==> src/rtl/ccff_loader_if.sv <==
// Byte-stream side of the ccff loader: write bytes toward the fabric chain and
// the readback bytes captured from its tail.
interface ccff_loader_if;
  logic [7:0] wr_data;
  logic       wr_valid;
  logic       wr_ready;
  logic [7:0] rd_data;
  logic       rd_valid;

  modport master (
    output wr_data,
    output wr_valid,
    input  wr_ready,
    input  rd_data,
    input  rd_valid
  );

  modport slave (
    input  wr_data,
    input  wr_valid,
    output wr_ready,
    output rd_data,
    output rd_valid
  );
endinterface

==> src/rtl/ccff_loader.sv <==
// Streams configuration bytes MSB-first into a fabric ccff chain through a gated
// prog_clk and returns the bits shifted out of the chain tail as readback bytes.
module ccff_loader #(
  parameter  int CHAIN_LEN = 128,
  localparam int CW        = $clog2(CHAIN_LEN + 1)
) (
  input  logic          prog_clk,
  input  logic          reset,
  input  logic          start,
  input  logic          abort,
  ccff_loader_if.slave  bus,
  output logic          ccff_head,
  input  logic          ccff_tail,
  output logic          shift_en,
  output logic          busy,
  output logic          done,
  output logic [CW-1:0] bit_count
);

  localparam logic [CW-1:0] LEN = CW'(CHAIN_LEN);

  typedef enum logic [1:0] {
    IDLE,
    WAIT_DATA,
    SHIFT,
    DONE
  } state_t;

  state_t        state;
  state_t        state_nxt;
  logic [7:0]    shift_reg;
  logic [7:0]    rb_reg;
  logic [7:0]    rb_next;
  logic [7:0]    rd_data_r;
  logic          rd_valid_r;
  logic          done_r;
  logic [2:0]    bit_idx;
  logic [CW-1:0] count_inc;
  logic          pass_end;
  logic          byte_end;
  logic          start_ok;
  logic          accept;
  logic          shifting;
  logic          wr_ready_c;
  logic          busy_c;

  assign count_inc = bit_count + CW'(1);
  assign pass_end  = (count_inc == LEN);
  assign byte_end  = (bit_idx == 3'd7) || pass_end;
  assign rb_next   = {rb_reg[6:0], ccff_tail};

  always_ff @(posedge prog_clk or negedge reset) begin
    if (!reset) begin
      state <= IDLE;
    end else begin
      state <= state_nxt;
    end
  end

  // Abort takes priority everywhere: it blocks a start in IDLE, and while busy it
  // suppresses both the byte accept and the gated shift edge of that cycle.
  always_comb begin
    state_nxt  = state;
    start_ok   = 1'b0;
    accept     = 1'b0;
    shifting   = 1'b0;
    wr_ready_c = 1'b0;
    busy_c     = 1'b0;
    case (state)
      IDLE: begin
        if (start && !abort) begin
          start_ok  = 1'b1;
          state_nxt = WAIT_DATA;
        end
      end
      WAIT_DATA: begin
        busy_c = 1'b1;
        if (abort) begin
          state_nxt = IDLE;
        end else begin
          wr_ready_c = 1'b1;
          if (bus.wr_valid) begin
            accept    = 1'b1;
            state_nxt = SHIFT;
          end
        end
      end
      SHIFT: begin
        busy_c = 1'b1;
        if (abort) begin
          state_nxt = IDLE;
        end else begin
          shifting = 1'b1;
          if (byte_end) begin
            state_nxt = pass_end ? DONE : WAIT_DATA;
          end
        end
      end
      DONE: begin
        state_nxt = IDLE;
      end
      default: begin
        state_nxt = IDLE;
      end
    endcase
  end

  assign shift_en     = shifting;
  assign ccff_head    = shifting & shift_reg[7];
  assign busy         = busy_c;
  assign done         = done_r;
  assign bus.wr_ready = wr_ready_c;
  assign bus.rd_data  = rd_data_r;
  assign bus.rd_valid = rd_valid_r;

  // A short final byte is left-aligned by shifting out the unused LSB positions.
  always_ff @(posedge prog_clk or negedge reset) begin
    if (!reset) begin
      shift_reg  <= '0;
      rb_reg     <= '0;
      rd_data_r  <= '0;
      rd_valid_r <= 1'b0;
      done_r     <= 1'b0;
      bit_idx    <= '0;
      bit_count  <= '0;
    end else begin
      rd_valid_r <= 1'b0;
      if (start_ok) begin
        done_r    <= 1'b0;
        bit_count <= '0;
      end
      if (accept) begin
        shift_reg <= bus.wr_data;
        bit_idx   <= '0;
        rb_reg    <= '0;
      end
      if (shifting) begin
        shift_reg <= {shift_reg[6:0], 1'b0};
        rb_reg    <= rb_next;
        bit_idx   <= bit_idx + 3'd1;
        if (bit_count != LEN) begin
          bit_count <= count_inc;
        end
        if (byte_end) begin
          rd_valid_r <= 1'b1;
          rd_data_r  <= rb_next << (3'd7 - bit_idx);
        end
        if (pass_end) begin
          done_r <= 1'b1;
        end
      end
    end
  end

endmodule

==> src/flat_wrapper.sv <==
// flat-port wrapper written by rule: the top's interface ports become plain ports
module ccff_loader_flat 
#(
  parameter  int CHAIN_LEN = 128,
  localparam int CW        = $clog2(CHAIN_LEN + 1)
)
  (prog_clk, reset, start, abort, ccff_head, ccff_tail, shift_en, busy, done, bit_count, bus_wr_data, bus_wr_valid, bus_wr_ready, bus_rd_data, bus_rd_valid);
  ccff_loader_if bus_i ();
  input  logic prog_clk;
  input  logic reset;
  input  logic start;
  input  logic abort;
  output logic ccff_head;
  input  logic ccff_tail;
  output logic shift_en;
  output logic busy;
  output logic done;
  output logic [CW-1:0] bit_count;
  input wire logic [$bits(bus_i.wr_data)-1:0] bus_wr_data;
  input wire logic [$bits(bus_i.wr_valid)-1:0] bus_wr_valid;
  output wire logic [$bits(bus_i.wr_ready)-1:0] bus_wr_ready;
  output wire logic [$bits(bus_i.rd_data)-1:0] bus_rd_data;
  output wire logic [$bits(bus_i.rd_valid)-1:0] bus_rd_valid;
  assign bus_i.wr_data = bus_wr_data;
  assign bus_i.wr_valid = bus_wr_valid;
  assign bus_wr_ready = bus_i.wr_ready;
  assign bus_rd_data = bus_i.rd_data;
  assign bus_rd_valid = bus_i.rd_valid;
  ccff_loader #(.CHAIN_LEN(CHAIN_LEN)) u_core (.prog_clk(prog_clk), .reset(reset), .start(start), .abort(abort), .bus(bus_i), .ccff_head(ccff_head), .ccff_tail(ccff_tail), .shift_en(shift_en), .busy(busy), .done(done), .bit_count(bit_count));
endmodule
==> config.mk <==
export PLATFORM = sky130hd
export DESIGN_NAME = ccff_loader_flat
export DESIGN_NICKNAME = d
export VERILOG_FILES = /design/src/rtl/ccff_loader_if.sv /design/src/rtl/ccff_loader.sv /design/src/flat_wrapper.sv
export SDC_FILE = /design/constraint.sdc
export NUM_CORES = 1
export LEC_CHECK = 0
export ABC_CLOCK_PERIOD_IN_PS = 2330
export BUFFER_PORTS_ARGS = -buffer_cell sky130_fd_sc_hd__buf_2
export CAP_MARGIN = 25
export CORE_ASPECT_RATIO = 0.6
export CORE_UTILIZATION = 56
export DETAILED_ROUTE_END_ITERATION = 10
export PLACE_DENSITY = 0.8
export SLEW_MARGIN = 5
export SYNTH_ARGS = -nofsm -noshare
export SYNTH_HDL_FRONTEND = slang
export SYNTH_SLANG_ARGS = --single-unit
==> constraint.sdc <==
create_clock -name prog_clk -period 2.33 [get_ports prog_clk]
set_input_delay 0.466 -clock prog_clk [delete_from_list [all_inputs] [get_ports prog_clk]]
set_output_delay 0.466 -clock prog_clk [all_outputs]
set_load 0.01 [all_outputs]
==> results.yml <==
timing:
  setup_viol: 0
  fin_tns_setup_ps: 0
  relSlewSlack: 0.4421
  period_share: 0.9156
  rsz0062_at_grt: "false"
  finalCriticalPeriod_ps: 2133
  max_freq_mhz: 468.7
  hold_ws_ps: 276.0
  drv_slew: 0
  worst_pin_slew_ps: 836.8
  hold_viol_final: 0
  skew_ps: 5.891
clocking:
  htreeDepth: 2
  clkSinkCount: 38
  cts_tree: "built"
  root_buffer: "clkbuf_8"
  hold_buffers: 0
  post-cts-setup-buffers: 0
  cts.clk_slew.worst_paths_ps: 80
  numCtsBuffers: 5
  cts_buffer_depth: 2
  cts_resized: 0
  worstSkewPairLatency_ps: 290
worst_setup_path:
  path_class: "reg2out"
  required_ps: 1860
  cp_cell_sequence: "inv_1 -> ha_1 -> nand2b_1 -> inv_1 -> buf_4 -> buf_2"
  arrival_ps: 1670
  endpoint_kind: "primary output"
  path_buf_inv: 4
  critPathMaxFanout: 11
  path_delay_family: "buffers and inverters"
  slowest_stage: "dfrtp_1"
  max_stage_delay_ps: 410
  path_common_cell: "inv_1"
  cp-start-kind: "flop"
synthesis:
  synth_area_leaders: "dfrtp_1 (45%), mux2i_1 (7.1%), nand2_1 (7.1%)"
  yosys_warnings: 0
  yosysUniqueCellTypes: 36
  synth.avg_cell_area_sq_um: 9.761
  yosysTopAreaCell: "dfrtp_1"
  synth_seq_area_share: 0.4510
  synth_seq_cells: 38
  synthCells: 216
  syn_area_sq_um: 2108
  synth_top_area_frac: 0.4510
  ys.flop_type: "dfrtp_1"
  synth_edf_count: 0
  async_flop_share: 1.000
  synth_nets: 237
floorplanning:
  start_util: 0.6159
  die_h_um: 49.53
  dieArea_sq_um: 4022
  rows: 16
  io_pins: 36
  fp.coreArea_sq_um: 3423
  die_w_um: 81.21
route:
  routedWlPerCell_um: 14.54
  via_count: 1700
  drc_errors: 0
  drt_iter0_drc: 98
  first_pass_iters: 4
  totalWireLength_um: 4348
  ant_nets: 0
  vias_per_cell: 5.686
grt:
  grt_usage: 0.2444
  antenna_found_initial: 0
  grt_util_met2: 0.2913
  globalRouteOverflowTotal: 0
  grtUsageMet1: 0.4179
  grt_use_met3: 0.06111
  first_global_vias: 1441
  busiest_layer: "met1"
  grt_pass1_wl_um: 7224
  grt_max_degree: 39
job:
  maxCapViolCount: 0
run_status:
  status: "complete, no violations"
final_layout:
  area_growth_pct: 17.45
  diodes: 0
  drive_above_1_share: 0.2559
  n_fill_cell: 266
  nNetsFinal: 274
  layout_common_cells: "nand2_1 (40), dfrtp_1 (38), buf_2 (35)"
  final_common_cell: "nand2_1"
place:
  gp_congestion: 0.8341
  port_buffers: 35
  dp_hpwl_um: 3142
worst_hold_path:
  hold_path_class: "in2async"
power_and_ir_drop:
  powerDensity_nw_per_um2: 717.6
  cellLeakagePower_nw: 1.262
  peakVddDrop_mv: 0.5557
worst register-to-register path, stage by stage (launching register included):
cell	delay (ps)
dfrtp_1	520
ha_1	260
ha_1	250
inv_1	150
o211ai_2	120
o211ai_4	210
mux2_4	340
report_power, final:
part	internal, mW	switching (mW)
registers	0.746	0.0604
clock network	0.429	0.234
logic	0.137	0.171
path summary, 6_finish.rpt:
check | from | to | slack [ps] | depth (start not counted)
worst max-delay path | u_core.state[0] | shift_en | 200 | 6
worst min-delay path | reset | u_core.done | 280 | 1
worst max register to register | u_core.bit_idx[1] | u_core.bus.rd_data[5] | 360 | 6
worst min register to register | u_core.done | u_core.done | 490 | 2
max in group asynchronous | reset | u_core.shift_reg[5] | 1530 | 1
min in group prog_clk | bus_wr_data[0] | u_core.shift_reg[0] | 420 | 3
metal layers:
metal  wire length [um]  vias to the layer above
met3                252                        4
met2               1699                       61
li1                   -                      834
met5                  0                        -
met4                 31                        0
met1               2364                      801
stage by stage:
step | utilization | power [mW] | setup slack [ps] | cells | cell area (sq um)
2_1_floorplan | - | 1.017 | 398.4 | 216 | 2108
3_3_place_gp | 0.6831 | 1.118 | 473.9 | 291 | 2338
3_5_place_dp | 0.6831 | 1.124 | 398.5 | 291 | 2338
4_1_cts | 0.7233 | 1.787 | 205.1 | 299 | 2476
5_1_grt | 0.7233 | 1.867 | 77.94 | 299 | 2476
6_report | 0.7233 | 1.777 | 196.6 | 299 | 2476
cells in the mapped netlist, types with 3 or more instances:
library cell / n
nand2_1: 40
dfrtp_1: 38
o21ai_0: 23
mux2i_1: 15
nand3_1: 13
inv_1: 11
clkbuf_1: 7
ha_1: 7
nand2b_1: 7
mux2_4: 6
nor2_1: 5
a21oi_1: 4
buf_2: 4
nor2b_1: 4
nand4_1: 3
final cells by class:
type,instances,area [sq um],area share
Multi-Input combinational cell,156,1070,0.4320
Sequential cell,38,950.9,0.3840
Timing Repair Buffer,41,220.2,0.08893
Clock buffer,5,68.82,0.02779
Clock inverter,3,68.82,0.02779
Tap cell,45,56.30,0.02274
Inverter,11,41.29,0.01668
cell families after synthesis:
family	count (synthesis)	synth area share
adder cells (fa/ha/maj)	7	0.04154
multiplexers	25	0.1460
XOR/XNOR	1	0.004155
AND/OR/NAND/NOR	80	0.1816
buffers and inverters	22	0.04155
flip-flops	38	0.4510
AO/OA/AOI/OAI	43	0.1341
(Power assumes the default switching activity.)
